<file path="config.mk">
export PLATFORM = sky130hd
export DESIGN_NAME = state_machine_calculator_flat
export DESIGN_NICKNAME = d
export VERILOG_FILES = /design/src/rtl/calc_ctrl_pkg.sv /design/src/rtl/state_machine_calculator_if.sv /design/src/rtl/calc_digit_counter.sv /design/src/rtl/state_machine_calculator.sv /design/src/flat_wrapper.sv
export SDC_FILE = /design/constraint.sdc
export NUM_CORES = 1
export LEC_CHECK = 0
export ABC_AREA = 1
export CORE_AREA = 2 2 40 42
export DETAILED_ROUTE_END_ITERATION = 10
export DIE_AREA = 0 0 42 44
export GPL_TIMING_DRIVEN = 0
export PLACE_DENSITY_LB_ADDON = 0.2
export RECOVER_POWER = 100
export SLEW_MARGIN = 20
export SYNTH_ARGS = -nofsm -noshare
export SYNTH_HDL_FRONTEND = slang
export SYNTH_HIERARCHICAL = 1
export SYNTH_SLANG_ARGS = --single-unit
</file>
<file path="constraint.sdc">
create_clock -name clk -period 2.9 [get_ports clk]
set_input_delay 0.58 -clock clk [delete_from_list [all_inputs] [get_ports clk]]
set_output_delay 0.58 -clock clk [all_outputs]
set_load 0.02 [all_outputs]
</file>
<file path="src/rtl/calc_ctrl_pkg.sv">
`default_nettype none
// ============================================================================
//  Module   : calc_ctrl_pkg
//  Purpose  : Shared definitions for the calculator control sequencer:
//             state encoding, state width and default digit limits.
//  Ports    : none (package)
//  Options  : none here; the top honours ERROR_FLAG_EN
//  Revision : 1.0  initial release
// ============================================================================
package calc_ctrl_pkg;

    localparam int c_STATE_W    = 2;
    localparam int c_MAX_DIGITS = 4;
    localparam int c_CNT_W      = 3;

    typedef enum logic [c_STATE_W-1:0] {
        S_NUM1   = 2'd0,   // collecting first operand
        S_NUM2   = 2'd1,   // collecting second operand
        S_RESULT = 2'd2    // result valid, datapath reads/displays it
    } state_t;

endpackage : calc_ctrl_pkg
`default_nettype wire

</file>
<file path="src/rtl/state_machine_calculator_if.sv">
`default_nettype none
// ============================================================================
//  Module   : state_machine_calculator_if
//  Purpose  : Keypad-strobe / datapath-command bundle for the calculator
//             control sequencer.
//  Signals  : rec_op, rec_num   keypad decoder strobes (into sequencer)
//             guardeNum         store-digit pulse to datapath
//             leaResult         read/display-result level to datapath
//             err               rejected-key pulse (only with ERROR_FLAG_EN)
//  Modports : master = keypad/datapath side, slave = sequencer
//  Revision : 1.0  initial release
// ============================================================================
interface state_machine_calculator_if;

    logic rec_op;
    logic rec_num;
    logic guardeNum;
    logic leaResult;
`ifdef ERROR_FLAG_EN
    logic err;
`endif

    modport master (
        output rec_op,
        output rec_num,
        input  guardeNum,
        input  leaResult
`ifdef ERROR_FLAG_EN
        ,
        input  err
`endif
    );

    modport slave (
        input  rec_op,
        input  rec_num,
        output guardeNum,
        output leaResult
`ifdef ERROR_FLAG_EN
        ,
        output err
`endif
    );

endinterface : state_machine_calculator_if
`default_nettype wire

</file>
<file path="src/rtl/calc_digit_counter.sv">
`default_nettype none
// ============================================================================
//  Module   : calc_digit_counter
//  Purpose  : Saturating digit counter with clear, increment and full flag.
//  Ports    : clk, rst      clock, async active-high reset
//             i_clr         clear count (with i_inc: load 1)
//             i_inc         increment, ignored when full
//             o_count       current count
//             o_full        count == MAX_DIGITS
//  Revision : 1.0  initial release
// ============================================================================
module calc_digit_counter #(
    parameter int MAX_DIGITS = 4,
    parameter int CNT_W      = 3
) (
    input  wire logic             clk,
    input  wire logic             rst,
    input  wire logic             i_clr,
    input  wire logic             i_inc,
    output logic [CNT_W-1:0]      o_count,
    output logic                  o_full
);

    localparam logic [CNT_W-1:0] c_MAX = CNT_W'(MAX_DIGITS);
    localparam logic [CNT_W-1:0] c_ONE = CNT_W'(1);

    logic [CNT_W-1:0] r_count;
    logic             w_full;

    assign w_full = (r_count == c_MAX);

    // Clear together with increment loads 1: a digit that starts a fresh
    // calculation from the result state is itself the first digit.
    always_ff @(posedge clk or posedge rst) begin
        if (rst) begin
            r_count <= '0;
        end else if (i_clr) begin
            r_count <= i_inc ? c_ONE : '0;
        end else if (i_inc && !w_full) begin
            r_count <= r_count + c_ONE;
        end
    end

    assign o_count = r_count;
    assign o_full  = w_full;

endmodule : calc_digit_counter
`default_nettype wire

</file>
<file path="src/rtl/state_machine_calculator.sv">
`default_nettype none
// ============================================================================
//  Module   : state_machine_calculator
//  Purpose  : Control sequencer for the calculator datapath. Tracks operand
//             phase and digit count, issues store-digit pulses (guardeNum)
//             and holds the read-result level (leaResult). No operand data.
//  Ports    : clk   system clock (rising edge)
//             rst   async active-high reset
//             bus   state_machine_calculator_if.slave
//                   (rec_op, rec_num in; guardeNum, leaResult[, err] out)
//  Options  : ERROR_FLAG_EN - adds registered err pulse for a digit rejected
//             at the digit limit, an operator with no digits entered, or
//             simultaneous operator/digit strobes.
//  Revision : 1.0  initial release
// ============================================================================
module state_machine_calculator
    import calc_ctrl_pkg::*;
#(
    parameter int MAX_DIGITS = c_MAX_DIGITS,
    parameter int CNT_W      = c_CNT_W
) (
    input  wire logic                   clk,
    input  wire logic                   rst,
    state_machine_calculator_if.slave   bus
);

    state_t           r_state;
    state_t           w_state_nxt;
    logic             r_guarde;
    logic             r_lea;
    logic             w_guarde_nxt;
    logic             w_cnt_clr;
    logic             w_cnt_inc;
    logic [CNT_W-1:0] w_count;
    logic             w_cnt_full;
    logic             w_cnt_zero;

    calc_digit_counter #(
        .MAX_DIGITS (MAX_DIGITS),
        .CNT_W      (CNT_W)
    ) u_cnt (
        .clk     (clk),
        .rst     (rst),
        .i_clr   (w_cnt_clr),
        .i_inc   (w_cnt_inc),
        .o_count (w_count),
        .o_full  (w_cnt_full)
    );

    assign w_cnt_zero = (w_count == '0);

    always_ff @(posedge clk or posedge rst) begin
        if (rst) begin
            r_state  <= S_NUM1;
            r_guarde <= 1'b0;
            r_lea    <= 1'b0;
        end else begin
            r_state  <= w_state_nxt;
            r_guarde <= w_guarde_nxt;
            // leaResult is simply "we will be in S_RESULT next cycle"
            r_lea    <= (w_state_nxt == S_RESULT);
        end
    end

    // Operator strobe wins over a digit strobe in the same cycle; the digit
    // is dropped.
    always_comb begin
        w_state_nxt  = r_state;
        w_guarde_nxt = 1'b0;
        w_cnt_clr    = 1'b0;
        w_cnt_inc    = 1'b0;
        case (r_state)
            S_NUM1, S_NUM2: begin
                if (bus.rec_op) begin
                    if (!w_cnt_zero) begin
                        w_cnt_clr   = 1'b1;
                        w_state_nxt = (r_state == S_NUM1) ? S_NUM2 : S_RESULT;
                    end
                end else if (bus.rec_num && !w_cnt_full) begin
                    w_cnt_inc    = 1'b1;
                    w_guarde_nxt = 1'b1;
                end
            end
            S_RESULT: begin
                if (bus.rec_op) begin
                    // Result chains as first operand
                    w_cnt_clr   = 1'b1;
                    w_state_nxt = S_NUM2;
                end else if (bus.rec_num) begin
                    // New calculation; this digit is its first digit
                    w_cnt_clr    = 1'b1;
                    w_cnt_inc    = 1'b1;
                    w_guarde_nxt = 1'b1;
                    w_state_nxt  = S_NUM1;
                end
            end
            default: begin
                w_state_nxt = S_NUM1;
                w_cnt_clr   = 1'b1;
            end
        endcase
    end

    assign bus.guardeNum = r_guarde;
    assign bus.leaResult = r_lea;

`ifdef ERROR_FLAG_EN
    logic r_err;
    logic w_err_evt;
    logic w_collecting;

    assign w_collecting = (r_state == S_NUM1) || (r_state == S_NUM2);

    always_comb begin
        w_err_evt = 1'b0;
        if (bus.rec_op && bus.rec_num) begin
            w_err_evt = 1'b1;
        end else if (w_collecting && bus.rec_op && w_cnt_zero) begin
            w_err_evt = 1'b1;
        end else if (w_collecting && bus.rec_num && w_cnt_full) begin
            w_err_evt = 1'b1;
        end
    end

    always_ff @(posedge clk or posedge rst) begin
        if (rst) begin
            r_err <= 1'b0;
        end else begin
            r_err <= w_err_evt;
        end
    end

    assign bus.err = r_err;
`endif

endmodule : state_machine_calculator
`default_nettype wire

</file>
<file path="src/flat_wrapper.sv">
// flat-port wrapper written by rule: the top's interface ports become plain ports
module state_machine_calculator_flat import calc_ctrl_pkg::*;
#(
    parameter int MAX_DIGITS = c_MAX_DIGITS,
    parameter int CNT_W      = c_CNT_W
)
  (clk, rst, bus_rec_op, bus_rec_num, bus_guardeNum, bus_leaResult);
  state_machine_calculator_if bus_i ();
  input  wire logic clk;
  input  wire logic rst;
  input wire logic [$bits(bus_i.rec_op)-1:0] bus_rec_op;
  input wire logic [$bits(bus_i.rec_num)-1:0] bus_rec_num;
  output wire logic [$bits(bus_i.guardeNum)-1:0] bus_guardeNum;
  output wire logic [$bits(bus_i.leaResult)-1:0] bus_leaResult;
  assign bus_i.rec_op = bus_rec_op;
  assign bus_i.rec_num = bus_rec_num;
  assign bus_guardeNum = bus_i.guardeNum;
  assign bus_leaResult = bus_i.leaResult;
  state_machine_calculator #(.MAX_DIGITS(MAX_DIGITS), .CNT_W(CNT_W)) u_core (.clk(clk), .rst(rst), .bus(bus_i));
endmodule
</file>
==> After elaboration in Yosys (flattened, before gate mapping) <==
Index checks and enable logic that the tools add are counted.
{ "totals": {"regBits": 7, "in_bits": 4, "out_inout_bits": 2} }
{ "op_classes": {"n_addsub": 1, "eq_ne": 4, "mux": 18, "reduce_logical": 7} }
{ "op_table": {"columns": ["cell", "n"], "rows": [
  ["two-way mux 2 bit", 5],
  ["two-way mux 1 bit", 8],
  ["two-way mux 3 bit", 2],
  ["equality test 2 bit, second input constant", 2],
  ["case mux 1 bit (2 select lines)", 2],
  ["case mux 2 bit (2 select lines)", 1],
  ["adder 3 x 1 -> 3 bit, second input constant", 1],
  ["equality test 3 bit, second input constant", 1],
  ["zero test 3 bit", 1],
  ["equality test 2 x 1 -> 1 bit, second input constant", 1],
  ["logical AND 1 bit", 2],
  ["zero test 2 bit", 1],
  ["nonzero test 2 bit", 1],
  ["OR reduction 2 bit", 1],
  ["zero test 1 bit", 1]
]} }

==> Depth between registers and ports, before layout <==
{ "depth": {"depth_word": 9, "ltp_mapped": 9} }

==> By module <==
Netlist, hierarchy kept.
{ "by_module_without_submodules": {"columns": ["mod", "n_inst", "cells_per_inst", "area_per_inst_um2", "seq_area_each_um2"], "rows": [
  ["calc_digit_counter", 1, 29, 203.9, 75.1],
  ["state_machine_calculator", 1, 25, 203.9, 100.1]
]} }

==> Worst setup path before layout <==
Ideal clock, no wire load.
{ "synth_timing": {"path_kind": "reg-to-reg", "startpoint": "register u_core.u_cnt.r_count[0], in the netlist u_core/u_cnt/o_count[0]", "endpoint": "register u_core.u_cnt.r_count[2], in the netlist u_core/u_cnt/o_count[2]", "t_arrival_ps": 1321, "required_time_ps": 2835, "path_slack_ps": 1514, "stages_incl_launch_ff": 10, "n_path_buf": 0, "synth_period_minus_slack_ps": 1386, "path_cell_list": "dfrtp_1 > inv_1 > ha_1 > nand2_2 > inv_1 > a21oi_1 > inv_1 > a21oi_1 > nand3_1 > nand2_1"} }
{ "synth_via": {"elab_chain_len": 8, "word_cells_on_any_way": 15, "cone_classes": "add/sub: 1; eq/ne: 1; mux: 8; reduce/logical: 5"} }
{ "synth_lines": {"columns": ["item", "line_no", "text"], "rows": [
  ["from (decl)", "calc_digit_counter.sv:27", "logic [CNT_W-1:0] r_count;"],
  ["from (signal assigned)", "calc_digit_counter.sv:38", "r_count <= i_inc ? c_ONE : '0;"],
  ["from (signal assigned)", "calc_digit_counter.sv:40", "r_count <= r_count + c_ONE;"],
  ["equality test 3 bit", "calc_digit_counter.sv:30", "assign w_full = (r_count == c_MAX);"],
  ["named net u_core.w_cnt_full", "state_machine_calculator.sv:35", "logic w_cnt_full;"],
  ["zero test 1 bit", "state_machine_calculator.sv:79", "end else if (bus.rec_num && !w_cnt_full) begin"],
  ["logical AND 1 bit", "state_machine_calculator.sv:79", null],
  ["two-way mux 1 bit", "state_machine_calculator.sv:79", null],
  ["two-way mux 1 bit", "state_machine_calculator.sv:74", "if (bus.rec_op) begin"],
  ["case mux 1 bit (2 select lines)", "state_machine_calculator.sv:72", "case (r_state)"],
  ["named net u_core.w_cnt_inc", "state_machine_calculator.sv:33", "logic w_cnt_inc;"],
  ["logical AND 1 bit", "calc_digit_counter.sv:39", "end else if (i_inc && !w_full) begin"],
  ["nonzero test 2 bit (no source line)", null, null]
]} }
The timed path passes the listed nets, and every way through them passes these cells. The select of a mux whose other input is x is not followed.
A chain may end at the register's enable or synchronous reset.

==> Worst setup path after layout <==
{ "layout_timing": {"startpoint": "input port bus_rec_op", "endpoint": "register u_core.u_cnt.r_count[1], in the netlist u_core/u_cnt/o_count[1]"} }
{ "layout_via": {"elab_chain_len": 4, "word_cells_on_any_way": 9, "cone_classes": "mux: 7; reduce/logical: 2"} }
{ "layout_lines": {"columns": ["item", "line_no", "text"], "rows": [
  ["from (decl)", "flat_wrapper.sv:11", "input wire logic [$bits(bus_i.rec_op)-1:0] bus_rec_op;"],
  ["two-way mux 1 bit, on equally long branches", "state_machine_calculator.sv:85, state_machine_calculator.sv:74", null],
  ["case mux 1 bit (2 select lines) *", "state_machine_calculator.sv:72", null],
  ["named net u_core.w_cnt_inc", "state_machine_calculator.sv:33", null],
  ["logical AND 1 bit *", "calc_digit_counter.sv:39", null],
  ["nonzero test 2 bit (no source line) *", null, null]
]} }
Mark *: on every way through the listed nets, which the timed path passes. The rest lies on a longest branch.

==> results.json <==
{
  "outcome": "complete, no violations",
  "net_count_synth": 60,
  "worst_path_max_delay_cell": "sky130_fd_sc_hd__dlygate4sd3_1",
  "post_synth_instance_area_sq_um": 408,
  "post_place_instance_area_sq_um": 478,
  "clock_tree_from_tritoncts": "built",
  "post_synth.cell_area_avg_sq_um": 7.55,
  "synth_top_family_by_area": "simple AND/OR/NAND/NOR gates",
  "p_per_area_mw_per_mm2": 824,
  "grt_pass1_wl_mm": 1.32,
  "synth_mux_area_share_pct": 0,
  "layout-area-overhead-vs-synth_pct": 23.0,
  "clk_latency_ns": 0.24,
  "cp_data_arrival_time_ns": 2.03,
  "grt_max_degree": 7,
  "postCtsSetupBuffers": 0,
  "die_width_um": 42,
  "num_io_pins": 6,
  "placement_rows": 14,
  "synth.distinct_cells": 13,
  "critical_path.startpoint_type": "primary input",
  "family_with_the_most_delay_on_the_worst_path": "buffers and inverters",
  "grt_remaining_overflow": 0,
  "setup_tns_ns": 0,
  "floorplan.core_area_sq_mm": 0.00142,
  "yosys_register_bits": 7,
  "synth_area_leader_cell": "sky130_fd_sc_hd__dfrtp_1",
  "synth_top_area_share_pct": 42.9,
  "min_path_type": "reg2reg",
  "yosys_warnings": 6,
  "post_synth_and_or_nand_nor_area_fraction_pct": 32.8,
  "synth_top_cells_by_area": "sky130_fd_sc_hd__dfrtp_1 (43%), sky130_fd_sc_hd__nand2_1 (12%), sky130_fd_sc_hd__nand3_1 (8.6%)",
  "layout_min_cycle_time_ns": 1.85,
  "timing_hold_violations_final": 0,
  "synth_compound_gate_area_share_pct": 8.90,
  "p_total_uw": 413,
  "ctsResizeCount": 0,
  "timing.critical_path.cells": "dlygate4sd3_1 -> inv_1 -> nand3_1 -> a21oi_1 -> inv_1 -> a21oi_1 -> nand3_1 -> nand2_1",
  "portBuffers": 5,
  "route.final.wire_length_um": 721,
  "gr-usage-all-layers_pct": 9.97,
  "cp-end-kind": "flop",
  "effective_utilization_at_floorplan_pct": 28.7,
  "postSynthCellCount": 54,
  "static_leakage_uw": 0.000270,
  "wl_per_cell_um": 9.13,
  "tightestPinTransition_ns": 0.329,
  "setup_violations": 0,
  "period_share_pct": 63.7,
  "fmax_mhz": 541,
  "fin_worst_hold_slack_ns": 0.600,
  "dr.first_iter.drc_count": 1,
  "clkTransAtPathRegs_ns": 0.05,
  "timing.final.max_slew_violations": 0,
  "cp.buffers_inverters": 3,
  "final_area_sq_um": 502,
  "synth_xor_xnor_area_share_pct": 0,
  "worst_setup_skew_after_layout_ns": 0.000190,
  "worstPathRequired_ns": 3.08,
  "unrepaired_setup_endpoints_after_global_routing": "no",
  "clock-sinks": 7,
  "critical_path_peak_fanout": 4,
  "max-slew-margin-rel_pct": 78.1,
  "antennaDiodeCount": 0,
  "floorplan.die_area_sq_mm": 0.00185,
  "antenna_found_initial": 0,
  "cts_made_buffers": 3,
  "die_height_um": 44,
  "avgViaCountPerCell": 4.33,
  "route.vias.total": 342,
  "final_antenna_net_count": 0,
  "ctsLongestPathBuffers": 2,
  "clock_tree.htree_level_count": 1,
  "grt_pass1_vias": 337,
  "ir_drop_uv": 382,
  "max_cap_viol_count": 0,
  "criticalPathCategory": "in2reg",
  "cts_hold_buf": 0,
  "crit_path_max_incr_delay_ns": 0.56,
  "detail_route.first_pass.iterations": 2,
  "drive_gt1_share_pct": 14.3,
  "final_net_count": 70,
  "gp_congestion": 0.768,
  "remaining_drc_errors": 0,
  "ys_seq_area_share_pct": 42.9,
  "synth_adder_area_share_pct": 6.13,
  "post-dp-hpwl_um": 570,
  "root_buffer": "sky130_fd_sc_hd__clkbuf_4"
}
cell families (layout without fill, tap and decap cells):
kind of cell             after synthesis  in the layout
AO/OA/AOI/OAI                          6              6
adder cells (fa/ha/maj)                2              2
buffers and inverters                 10             19
flip-flops                             7              7
AND/OR/NAND/NOR                       29             29
final cells by class:
cell class / count / area, sq um
flip-flops and latches: 7 / 175
repair buffers: 5 / 50.0
inverters: 10 / 37.5
fillers: 160 / 917
well taps: 16 / 20.0
multi-input cells: 37 / 193
clock buffers: 4 / 26.3
sequential cells by signal (all words and copies together), names as in the netlist:
| name | count |
|---|---|
| u_core/bus.guardeNum | 1 |
| u_core/r_state | 2 |
| u_core/bus.leaResult | 1 |
| u_core/u_cnt/o_count | 3 |
metal layers:
layer  vias up  part of all wire, %  wire length, um  GRT usage, %
li1        187                    -                -             -
met1       150                   52              374          11.2
met2         5                   43              312          15.0
met3         0                  4.9               35          7.92
met4         0                    0                0          1.94
met5         -                    0                0             0
cell usage after synthesis:
master / instances
sky130_fd_sc_hd__nand3_2: 1
sky130_fd_sc_hd__ha_1: 2
sky130_fd_sc_hd__dfrtp_1: 7
sky130_fd_sc_hd__nand2_2: 3
sky130_fd_sc_hd__inv_1: 9
sky130_fd_sc_hd__o21ai_0: 3
sky130_fd_sc_hd__nand2_1: 13
sky130_fd_sc_hd__nand3_1: 7
sky130_fd_sc_hd__a21oi_1: 2
sky130_fd_sc_hd__a21boi_2: 1
sky130_fd_sc_hd__inv_2: 1
sky130_fd_sc_hd__nor2_1: 4
sky130_fd_sc_hd__nor2_2: 1
worst paths after layout:
kind	start	end	slack, ns	depth (start not counted)
worst max-delay path	bus_rec_op	u_core/u_cnt/o_count[1]$_DFFE_PP0P_	1.05	8
worst min-delay path	u_core/u_cnt/o_count[0]$_DFFE_PP0P_	u_core/u_cnt/o_count[0]$_DFFE_PP0P_	0.60	2
max in group asynchronous	rst	u_core/r_state[0]$_DFF_PP0_	2.08	2
min in group asynchronous	rst	u_core/u_cnt/o_count[0]$_DFFE_PP0P_	0.66	2
worst max register to register	u_core/u_cnt/o_count[0]$_DFFE_PP0P_	u_core/u_cnt/o_count[1]$_DFFE_PP0P_	1.33	9
worst min register to register	u_core/u_cnt/o_count[0]$_DFFE_PP0P_	u_core/u_cnt/o_count[0]$_DFFE_PP0P_	0.60	2
metrics by stage:
stage               cells  util, %  setup slack [ns]
detailed placement     75     33.7             0.882
global route           79     35.4             0.901
finish                 79     35.4              1.05
CTS                    79     35.5              1.13
global placement       75     33.7             0.876
floorplan              54        -              1.51
worst reg2reg max path: stages, from the launching register on:
cell and delay (ns):
sky130_fd_sc_hd__dfrtp_1 0.41, sky130_fd_sc_hd__inv_1 0.06, sky130_fd_sc_hd__ha_1 0.21, sky130_fd_sc_hd__nand2_2 0.08, sky130_fd_sc_hd__inv_1 0.04, sky130_fd_sc_hd__a21oi_1 0.30, sky130_fd_sc_hd__inv_1 0.07, sky130_fd_sc_hd__a21oi_1 0.17
sky130_fd_sc_hd__nand3_1 0.09, sky130_fd_sc_hd__nand2_1 0.07
power breakdown:
group | internal (uW) | switching, uW | leakage (uW)
Sequential | 129 | 35.7 | 0.0000925
Clock | 52.3 | 33.5 | 0.0000150
Combinational | 65.3 | 97.8 | 0.000163
Total | 246 | 167 | 0.000270
cell usage in the layout, fill, tap and decap left out, types with 2 or more instances in the layout:
cell type                       netlist  final
sky130_fd_sc_hd__a21oi_1              2      2
sky130_fd_sc_hd__clkbuf_4             0      3
sky130_fd_sc_hd__dfrtp_1              7      7
sky130_fd_sc_hd__dlygate4sd3_1        0      4
sky130_fd_sc_hd__ha_1                 2      2
sky130_fd_sc_hd__inv_1                9      9
sky130_fd_sc_hd__nand2_1             13     14
sky130_fd_sc_hd__nand2_2              3      2
sky130_fd_sc_hd__nand3_1              7      7
sky130_fd_sc_hd__nor2_1               4      4
sky130_fd_sc_hd__o21ai_0              3      3
Power figures use the tool's default switching activity.
